$ cat src/rtl/axi4_lite_pkg.sv
// Shared types for the AXI4-Lite read slave: response codes and read FSM states.
package axi4_lite_pkg;

  typedef enum logic [1:0] {
    RESP_OKAY   = 2'b00,
    RESP_EXOKAY = 2'b01,
    RESP_SLVERR = 2'b10,
    RESP_DECERR = 2'b11
  } resp_t;

  typedef enum logic [1:0] {
    ST_IDLE,
    ST_REQ,
    ST_WAIT,
    ST_RESP
  } rd_state_t;

endpackage

$ cat src/rtl/axi_lite_sync_fifo.sv
// Single-clock FIFO with occupancy count; DEPTH must be a power of two so the pointers wrap naturally.
module axi_lite_sync_fifo #(
  parameter int WIDTH = 32,
  parameter int DEPTH = 2
) (
  input  logic                     clk,
  input  logic                     rst_n,
  input  logic                     push,
  input  logic                     pop,
  input  logic [WIDTH-1:0]         din,
  output logic [WIDTH-1:0]         dout,
  output logic                     full,
  output logic                     empty,
  output logic [$clog2(DEPTH):0]   count
);

  localparam int PW = $clog2(DEPTH);
  localparam int CW = PW + 1;

  logic [WIDTH-1:0] mem [DEPTH];
  logic [PW-1:0]    wr_ptr;
  logic [PW-1:0]    rd_ptr;
  logic             do_push;
  logic             do_pop;

  assign full    = (count == CW'(DEPTH));
  assign empty   = (count == '0);
  assign do_push = push & ~full;
  assign do_pop  = pop & ~empty;
  assign dout    = mem[rd_ptr];

  always_ff @(posedge clk or negedge rst_n) begin
    if (!rst_n) begin
      wr_ptr <= '0;
      rd_ptr <= '0;
      count  <= '0;
    end else begin
      if (do_push) wr_ptr <= wr_ptr + 1'b1;
      if (do_pop)  rd_ptr <= rd_ptr + 1'b1;
      case ({do_push, do_pop})
        2'b10:   count <= count + 1'b1;
        2'b01:   count <= count - 1'b1;
        default: count <= count;
      endcase
    end
  end

  // Storage needs no reset: entries are only read once the count says they were written.
  always_ff @(posedge clk) begin
    if (do_push) mem[wr_ptr] <= din;
  end

endmodule

$ cat src/rtl/axi4_lite_read_slave_pipelined.sv
// AXI4-Lite read slave: queues read addresses, decodes a window, and serves hits from a
// req/ready/rvalid backend with a timeout; responses are registered and held until accepted.
//
// state | meaning
// IDLE  | waiting for a queued address; pops and decodes it
// REQ   | mem_req asserted, waiting for mem_ready
// WAIT  | backend accepted; waiting for mem_rvalid or timeout
// RESP  | RVALID asserted with held RDATA/RRESP until RREADY
module axi4_lite_read_slave_pipelined
  import axi4_lite_pkg::*;
#(
  parameter int                    ADDR_WIDTH     = 32,
  parameter int                    DATA_WIDTH     = 32,
  parameter int                    AR_DEPTH       = 2,
  parameter logic [ADDR_WIDTH-1:0] BASE_ADDR      = '0,
  parameter logic [ADDR_WIDTH-1:0] ADDR_SPAN      = ADDR_WIDTH'(32'h0000_1000),
  parameter int                    TIMEOUT_CYCLES = 16
) (
  input  logic                  clk,
  input  logic                  rst_n,
  input  logic [ADDR_WIDTH-1:0] S_AXI_ARADDR,
  input  logic [2:0]            S_AXI_ARPROT,
  input  logic                  S_AXI_ARVALID,
  output logic                  S_AXI_ARREADY,
  output logic [DATA_WIDTH-1:0] S_AXI_RDATA,
  output logic [1:0]            S_AXI_RRESP,
  output logic                  S_AXI_RVALID,
  input  logic                  S_AXI_RREADY,
  output logic                  mem_req,
  output logic [ADDR_WIDTH-1:0] mem_addr,
  input  logic                  mem_ready,
  input  logic [DATA_WIDTH-1:0] mem_rdata,
  input  logic                  mem_rvalid,
  output logic                  mem_abort
);

  localparam int                CNT_W   = (TIMEOUT_CYCLES > 1) ? $clog2(TIMEOUT_CYCLES) : 1;
  localparam bit                TO_EN   = (TIMEOUT_CYCLES > 0);
  localparam logic [CNT_W-1:0]  TO_LAST = CNT_W'((TIMEOUT_CYCLES > 0) ? TIMEOUT_CYCLES - 1 : 0);
  localparam logic [ADDR_WIDTH:0] WIN_LO = {1'b0, BASE_ADDR};
  localparam logic [ADDR_WIDTH:0] WIN_HI = {1'b0, BASE_ADDR} + {1'b0, ADDR_SPAN};

  rd_state_t               state, state_n;
  logic [CNT_W-1:0]        to_cnt, to_cnt_n;
  logic [ADDR_WIDTH-1:0]   mem_addr_n;
  logic [DATA_WIDTH-1:0]   rdata, rdata_n;
  resp_t                   rresp, rresp_n;

  logic                    ar_push, ar_pop, ar_full, ar_empty;
  logic [ADDR_WIDTH-1:0]   ar_head;
  logic [$clog2(AR_DEPTH):0] unused_ar_count;
  logic                    unused_prot;
  logic                    head_hit;
  logic                    timeout_hit;

  assign unused_prot   = ^S_AXI_ARPROT;
  assign S_AXI_ARREADY = ~ar_full;
  assign ar_push       = S_AXI_ARVALID & S_AXI_ARREADY;
  assign S_AXI_RDATA   = rdata;
  assign S_AXI_RRESP   = rresp;

  // Extra top bit keeps the window compare correct when BASE+SPAN reaches the top of the map.
  assign head_hit    = ({1'b0, ar_head} >= WIN_LO) && ({1'b0, ar_head} < WIN_HI);
  assign timeout_hit = TO_EN && (to_cnt == TO_LAST);

  axi_lite_sync_fifo #(
    .WIDTH (ADDR_WIDTH),
    .DEPTH (AR_DEPTH)
  ) u_ar_fifo (
    .clk   (clk),
    .rst_n (rst_n),
    .push  (ar_push),
    .pop   (ar_pop),
    .din   (S_AXI_ARADDR),
    .dout  (ar_head),
    .full  (ar_full),
    .empty (ar_empty),
    .count (unused_ar_count)
  );

  always_ff @(posedge clk or negedge rst_n) begin
    if (!rst_n) begin
      state    <= ST_IDLE;
      to_cnt   <= '0;
      mem_addr <= '0;
      rdata    <= '0;
      rresp    <= RESP_OKAY;
    end else begin
      state    <= state_n;
      to_cnt   <= to_cnt_n;
      mem_addr <= mem_addr_n;
      rdata    <= rdata_n;
      rresp    <= rresp_n;
    end
  end

  always_comb begin
    state_n      = state;
    to_cnt_n     = to_cnt;
    mem_addr_n   = mem_addr;
    rdata_n      = rdata;
    rresp_n      = rresp;
    ar_pop       = 1'b0;
    mem_req      = 1'b0;
    mem_abort    = 1'b0;
    S_AXI_RVALID = 1'b0;
    case (state)
      ST_IDLE: begin
        if (!ar_empty) begin
          ar_pop = 1'b1;
          if (head_hit) begin
            mem_addr_n = ar_head;
            state_n    = ST_REQ;
          end else begin
            rdata_n = '0;
            rresp_n = RESP_DECERR;
            state_n = ST_RESP;
          end
        end
      end
      ST_REQ: begin
        mem_req = 1'b1;
        if (mem_ready) begin
          to_cnt_n = '0;
          state_n  = ST_WAIT;
        end
      end
      ST_WAIT: begin
        // Data arriving on the last allowed cycle beats the timeout.
        if (mem_rvalid) begin
          rdata_n = mem_rdata;
          rresp_n = RESP_OKAY;
          state_n = ST_RESP;
        end else if (timeout_hit) begin
          rdata_n   = '0;
          rresp_n   = RESP_SLVERR;
          mem_abort = 1'b1;
          state_n   = ST_RESP;
        end else if (TO_EN) begin
          to_cnt_n = to_cnt + 1'b1;
        end
      end
      ST_RESP: begin
        S_AXI_RVALID = 1'b1;
        if (S_AXI_RREADY) state_n = ST_IDLE;
      end
      default: state_n = ST_IDLE;
    endcase
  end

endmodule

$ cat config.mk
export PLATFORM = sky130hd
export DESIGN_NAME = axi4_lite_read_slave_pipelined
export DESIGN_NICKNAME = d
export VERILOG_FILES = /design/src/rtl/axi4_lite_pkg.sv /design/src/rtl/axi_lite_sync_fifo.sv /design/src/rtl/axi4_lite_read_slave_pipelined.sv
export SDC_FILE = /design/constraint.sdc
export NUM_CORES = 1
export LEC_CHECK = 0
export ABC_AREA = 1
export CORE_MARGIN = 10
export CORE_UTILIZATION = 38
export CTS_BUF_LIST = sky130_fd_sc_hd__clkbuf_8 sky130_fd_sc_hd__clkbuf_16
export CTS_CLUSTER_DIAMETER = 200
export DETAILED_ROUTE_END_ITERATION = 16
export GPL_ROUTABILITY_DRIVEN = 1
export GPL_TIMING_DRIVEN = 0
export PLACE_DENSITY = 0.72
export SLEW_MARGIN = 20
export SYNTH_ARGS = -nofsm -noshare
export SYNTH_HDL_FRONTEND = slang
export SYNTH_SLANG_ARGS = --single-unit
$ cat constraint.sdc
create_clock -name clk -period 3.8 [get_ports clk]
set_clock_uncertainty 0.15 [all_clocks]
set_input_delay 0.57 -clock clk [delete_from_list [all_inputs] [get_ports clk]]
set_output_delay 0.57 -clock clk [all_outputs]
set_load 0.1 [all_outputs]
==> impl_metrics.env, run 1 <==
export IMPL_finalSetupTns_ns=0
export IMPL_muxShareOfSynthArea=0.0209
export IMPL_dp_cells=887
export IMPL_routed_wl_mm=13.3
export IMPL_worstSetupStartpointType="register"
export IMPL_port_buffers=139
export IMPL_min_period_ns=3.28
export IMPL_cp_required_ns=3.08
export IMPL_drtIter0Drc=277
export IMPL_clock_latency_ns=0.42
export IMPL_drcViolationCount=0
export IMPL_synth_avg_cell_area_um2=10.2
export IMPL_drive_above_1_share=0.0842
export IMPL_h_tree_depth=4
export IMPL_status="finished, final reports clean"
export IMPL_die_area_um2=20400
export IMPL_clk_pin_slew_ns=0.06
export IMPL_pwr_density_cell_nw_per_um2=838
export IMPL_io_pins=143
export IMPL_synth_xor_area_share=0.00611
export IMPL_nFillCells=1246
export IMPL_wl_per_cell_um=14.5
export IMPL_cp_end_kind="output port"
export IMPL_overflow=0
export IMPL_syn_area_um2=5740
export IMPL_synth_simple_gate_area_frac=0.194
export IMPL_power_internal_mw=3.65
export IMPL_clockRootBuffer="clkbuf_16"
export IMPL_crit_type="reg2out"
export IMPL_p_switching_mw=3.08
export IMPL_rrSetupSlack_ns=1.30
export IMPL_synth_adder_area_share=0.0153
export IMPL_grt_pass1_wl_mm=21.6
export IMPL_cp_top_family="buffers and inverters"
export IMPL_ys_ff_latch=140
export IMPL_fmax_mhz=305
export IMPL_p_leak_nw=3.83
export IMPL_grt_usage=0.133
export IMPL_grt_max_degree=44
export IMPL_clock_path_buffers=2
export IMPL_grt_pass1_vias=4353
export IMPL_met2_usage=0.211
export IMPL_slowest_stage="dlymetal6s2s_1"
export IMPL_synth_enable_flop_cells=64
export IMPL_synth_cell_types=30
export IMPL_setup_viol=0
export IMPL_nNetsFinal=803
export IMPL_synth_ff_type="dfrtp_1"
export IMPL_synthArstFlopShare=0.543
export IMPL_initial_utilization=0.392
export IMPL_drtAntennaViolNets=0
export IMPL_syn2layout_area_growth_pct=39.9
export IMPL_sw_frac_of_total=0.458
export IMPL_num_antenna_cells=0
export IMPL_pwr_share_clk=0.235
export IMPL_syn_instance_count=561
export IMPL_hp_class="reg2reg"
export IMPL_relSlewSlack=0.317
export IMPL_ys_seq_area_frac=0.667
export IMPL_place_congestion=0.827
export IMPL_power_frac_seq=0.317
export IMPL_numCtsBuffers=17
export IMPL_synth_compound_area_frac=0.0268
export IMPL_hpwl_mm=9.86
export IMPL_final_common_cell="nand2_1"
export IMPL_cts_tree="yes"
export IMPL_cts_setup_buffers=0
export IMPL_crit_buf_inv=3
export IMPL_vias_per_cell=4.60
export IMPL_core_area_um2=14600
export IMPL_cpPeakStageDelay_ns=0.78
export IMPL_antenna_found_initial=0
export IMPL_vias=4231
export IMPL_yosysWarnings=0
export IMPL_final_cells=920
export IMPL_combPwrFrac=0.448
export IMPL_period_share=0.863
export IMPL_syn_nets=641
export IMPL_slew_viol_final=0
export IMPL_rows=44
export IMPL_grt_use_met3=0.0557
export IMPL_crit_chain="inv_1 > ha_1 > clkinv_1 > nor3_1 > dlymetal6s2s_1"
export IMPL_synth_top_family_by_area="simple AND/OR/NAND/NOR gates"
export IMPL_grt_setup_unrepaired="false"
export IMPL_grt_use_met1=0.161
export IMPL_layout_common_cells="nand2_1 (175), clkdlybuf4s50_1 (137), dfrtp_1 (76)"
export IMPL_critPathArrivalTime_ns=2.56
export IMPL_fp_dieW_um=143
export IMPL_report_final_hold_viol_count=0
export IMPL_peakVddDrop_v=0.000413
export IMPL_cts_sinks=140
export IMPL_maxCapViolCount=0
export IMPL_die_height_um=143
export IMPL_worstMarginPinSlew_ns=1.02
export IMPL_drtPass1Iterations=4
export IMPL_grt_busiest_layer="met2"
export IMPL_worst_path_max_fanout=10
## cells by family after synthesis
logic type	Yosys count
buffers and inverters	99
adder cells (fa/ha/maj)	7
AND/OR/NAND/NOR	271
XOR/XNOR	4
multiplexers	12
AO/OA/AOI/OAI	28
flip-flops	140
## synthesized netlist by cell type, types with 2 or more instances
library cell | count | area [um^2]
buf_2 | 11 | 55.1
ha_1 | 7 | 87.6
clkbuf_1 | 6 | 22.5
nor2_1 | 48 | 180
buf_4 | 5 | 37.5
dfrtp_1 | 76 | 1900
nand2_1 | 175 | 657
xor2_1 | 3 | 26.3
edfxtp_1 | 64 | 1920
o21ai_1 | 12 | 60.1
a21oi_1 | 5 | 25.0
nand3_1 | 40 | 200
o21ai_0 | 6 | 30.0
o31ai_1 | 2 | 15.0
mux2i_1 | 12 | 120
inv_1 | 75 | 282
## per-stage QoR
| stage | utilization | hold slack [ns] | power (mW) | area [um^2] | setup WS, ns |
|---|---|---|---|---|---|
| 4_1_cts | 0.548 | 0.321 | 6.79 | 8020 | 0.0834 |
| 3_5_place_dp | 0.508 | 0.304 | 5.19 | 7440 | 0.544 |
| 5_1_grt | 0.548 | 0.333 | 7.11 | 8030 | 0.333 |
| 6_report | 0.548 | 0.317 | 6.73 | 8030 | 0.520 |
| 3_3_place_gp | 0.502 | 0.302 | 5.07 | 7360 | -0.504 |
| 2_1_floorplan | - | 0.124 | 4.36 | 5740 | 0.0102 |
## layer usage
layer	vias to the layer above	share of wire
met5	-	0
met4	0	0.013
met3	20	0.087
met2	136	0.47
met1	1981	0.43
li1	2094	-
## worst min-delay path: stages (launching register included)
cell     delay [ns]
dfrtp_1        0.34
nand2_1        0.06
inv_1          0.04
## state kept, by name, indices dropped and copies added (netlist names)
| name | cells |
|---|---|
| u_ar_fifo.mem | 64 |
| state | 2 |
| u_ar_fifo.rd_ptr | 1 |
| S_AXI_RRESP | 2 |
| to_cnt | 4 |
| u_ar_fifo.count | 2 |
| S_AXI_RDATA | 32 |
| mem_addr | 32 |
| u_ar_fifo.wr_ptr | 1 |
## area by class of cell
class | instances | area [um^2] | area share
repair buffers | 143 | 1480 | 0.184
well taps | 184 | 230 | 0.0287
plain buffers | 22 | 115 | 0.0143
multi-input cells | 322 | 1520 | 0.190
flip-flops and latches | 140 | 3820 | 0.476
clock inverters | 14 | 119 | 0.0148
clock buffers | 18 | 450 | 0.0561
inverters | 77 | 289 | 0.0360
## path summary, 6_finish.rpt
kind | from | to | depth (start not counted)
max in group asynchronous | rst_n | u_ar_fifo.rd_ptr$_DFFE_PN0P_ | 3
min in group asynchronous | rst_n | mem_addr[21]$_DFFE_PN0P_ | 2
worst max register to register | state[0]$_DFFE_PN0P_ | S_AXI_RDATA[11]$_DFFE_PN0P_ | 7
worst min-delay path | mem_addr[19]$_DFFE_PN0P_ | mem_addr[19]$_DFFE_PN0P_ | 2
worst min register to register | mem_addr[19]$_DFFE_PN0P_ | mem_addr[19]$_DFFE_PN0P_ | 2
worst max-delay path | state[0]$_DFFE_PN0P_ | mem_abort | 5
## timing repair
action | 4_1_cts | 5_1_grt
endpoints found under the setup margin | 0 | 1
resized for setup | 0 | 1
endpoints found under the hold margin | 33 | 0
hold buffers | 1 | 0
## power groups by stage
stage	clock network, mW	logic (mW)	registers, mW
CTS	1.61	3.04	2.14
detailed placement	0	3.03	2.16
floorplan	0	1.09	3.27
global placement	0	2.92	2.15
finish	1.58	3.02	2.13
global route	1.69	3.24	2.17
Note: power is estimated with default switching activity, not from simulation.
==> inputs of run 2 (changes only) <==
--- a/config.mk
+++ b/config.mk
@@ -13,7 +13,8 @@
 export DETAILED_ROUTE_END_ITERATION = 16
 export GPL_ROUTABILITY_DRIVEN = 1
 export GPL_TIMING_DRIVEN = 0
-export PLACE_DENSITY = 0.72
+export HOLD_SLACK_MARGIN = 0.02
+export PLACE_DENSITY = 0.75
 export SLEW_MARGIN = 20
 export SYNTH_ARGS = -nofsm -noshare
 export SYNTH_HDL_FRONTEND = slang
==> constraint.sdc (replaced) <==
create_clock -name clk -period 2.7 [get_ports clk]
set_clock_uncertainty 0.15 [all_clocks]
set_input_delay 0.405 -clock clk [delete_from_list [all_inputs] [get_ports clk]]
set_output_delay 0.405 -clock clk [all_outputs]
set_load 0.1 [all_outputs]
==> run 2 against run 1 <==
- cell area rose by 0.20%
- non-clock buffer count did not move
- die area did not move
- sequential share of layout area fell by 0.096 points
- flip-flop and latch count did not move
- utilization rose by 0.11 points
- critical endpoint is now mem_req
- largest cell class unchanged
- largest power group unchanged
==> impl_metrics.env, run 2 (same netlist as run 1, synthesis figures left out) <==
export IMPL_status="finished, final reports clean"
export IMPL_fp_dieW_um=143
export IMPL_clockRootBuffer="clkbuf_16"
export IMPL_critPathArrivalTime_ns=2.01
export IMPL_core_area_um2=14600
export IMPL_rr_worst_depth=10
export IMPL_pwr_density_cell_nw_per_um2=1190
export IMPL_initial_utilization=0.392
export IMPL_h_tree_depth=4
export IMPL_drcViolationCount=0
export IMPL_postPlaceCellArea_um2=7430
export IMPL_reg2reg_to="S_AXI_RDATA[16]$_DFFE_PN0P_"
export IMPL_cts_tree="yes"
export IMPL_report_final_hold_viol_count=0
export IMPL_drtPass1Iterations=4
export IMPL_port_buffers=139
export IMPL_fmax_mhz=390
export IMPL_routed_wl_mm=13.2
export IMPL_drtAntennaViolNets=0
export IMPL_grt_use_met3=0.0391
export IMPL_cp_end_kind="output port"
export IMPL_fin_hold_ws_ns=0.314
export IMPL_setup_viol=0
export IMPL_worstMarginPinSlew_ns=1.02
export IMPL_hp_class="reg2reg"
export IMPL_grt_pass1_wl_mm=21.5
export IMPL_layout_common_cells="nand2_1 (175), clkdlybuf4s50_1 (134), inv_1 (77)"
export IMPL_antenna_found_initial=0
export IMPL_grt_use_met1=0.167
export IMPL_largest_reg_flops=64
export IMPL_io_pins=143
export IMPL_rows=44
export IMPL_grt_setup_unrepaired="false"
export IMPL_slew_viol_final=0
export IMPL_numCtsBuffers=17
export IMPL_hpwl_mm=9.55
export IMPL_largest_register="u_ar_fifo.mem"
export IMPL_period_share=0.949
export IMPL_r2r_start="state[0]$_DFFE_PN0P_"
export IMPL_clk_pin_slew_ns=0.06
export IMPL_rrSetupSlack_ns=0.27
export IMPL_num_antenna_cells=0
export IMPL_met2_usage=0.211
export IMPL_drive_above_1_share=0.0856
export IMPL_cp_required_ns=2.14
export IMPL_relSlewSlack=0.315
export IMPL_crit_type="reg2out"
export IMPL_overflow=0
export IMPL_vias_per_cell=4.51
export IMPL_place_congestion=0.765
export IMPL_cts_sinks=140
export IMPL_vias=4149
export IMPL_min_period_ns=2.56
export IMPL_syn2layout_area_growth_pct=40.2
export IMPL_p_leak_nw=3.83
export IMPL_clock_latency_ns=0.41
export IMPL_worstSetupStartpointType="register"
export IMPL_die_area_um2=20400
export IMPL_grt_pass1_vias=4172
export IMPL_grt_busiest_layer="met2"
export IMPL_crit_path_start="state[1]$_DFFE_PN0P_"
export IMPL_critPathCapture="mem_req"
export IMPL_fin_area_um2=8040
export IMPL_nNetsFinal=803
export IMPL_wl_per_cell_um=14.3
export IMPL_final_common_cell="nand2_1"
export IMPL_clock_path_buffers=2
export IMPL_peakVddDrop_v=0.000568
export IMPL_grt_max_degree=40
export IMPL_grt_usage=0.132
export IMPL_die_height_um=143
export IMPL_maxCapViolCount=0
export IMPL_cts_setup_buffers=0
export IMPL_worst_path_max_fanout=4
export IMPL_drtIter0Drc=241
[run 2: per-layer routing]
metal / vias up / share of wire
li1: 2101 / -
met1: 1916 / 0.46
met2: 119 / 0.47
met3: 13 / 0.058
met4: 0 / 0.013
met5: - / 0
[run 2: worst min path at each step]
stage	start	to	slack [ns]	cells after the start
after global routing	S_AXI_RDATA[6]$_DFFE_PN0P_	S_AXI_RDATA[6]$_DFFE_PN0P_	0.33	2
after floorplan	rst_n	S_AXI_RDATA[0]$_DFFE_PN0P_	-0.04	0
after global placement	mem_addr[12]$_DFFE_PN0P_	mem_addr[12]$_DFFE_PN0P_	0.30	2
final	mem_addr[21]$_DFFE_PN0P_	mem_addr[21]$_DFFE_PN0P_	0.31	2
after detailed placement	rst_n	mem_addr[21]$_DFFE_PN0P_	0.26	1
after CTS	mem_addr[16]$_DFFE_PN0P_	mem_addr[16]$_DFFE_PN0P_	0.32	2
[run 2: through the flow]
step / utilization / power (mW) / TNS [ns] / setup slack, ns / std cells
finish: 0.549 / 9.53 / 0 / 0.137 / 920
global route: 0.549 / 10.0 / 0 / 0.00206 / 920
CTS: 0.549 / 9.64 / 0 / 0.0912 / 920
detailed placement: 0.508 / 7.28 / -0.392 / -0.392 / 887
global placement: 0.503 / 7.17 / -143.94 / -1.71 / 884
floorplan: - / 6.13 / -9.21 / -0.152 / 561
[run 2: layout make-up]
class,count,area [um^2]
sequential,140,3820
buffer,22,115
multi-input combinational,322,1530
tap,184,230
timing repair buffer,143,1450
fill,1289,6600
clock buffer,19,464
inverter,77,290
clock inverter,13,139
[run 2: critical path, stage by stage, from the launching register on]
cell and delay [ns]:
dfrtp_1 0.40, inv_1 0.12, ha_1 0.20, dlygate4sd2_1 0.87
[run 2: power by group]
part / total [mW] / switching (mW) / internal [mW]
registers: 2.98 / 0.208 / 2.77
clock network: 2.35 / 0.904 / 1.45
logic: 4.20 / 3.14 / 1.07
total: 9.53 / 4.25 / 5.28
[run 2: repair_timing]
item                                    CTS  global route
endpoints found under the hold margin    38             0
endpoints found under the setup margin    4             0
hold buffers                              1             0
resized for setup                        10             0
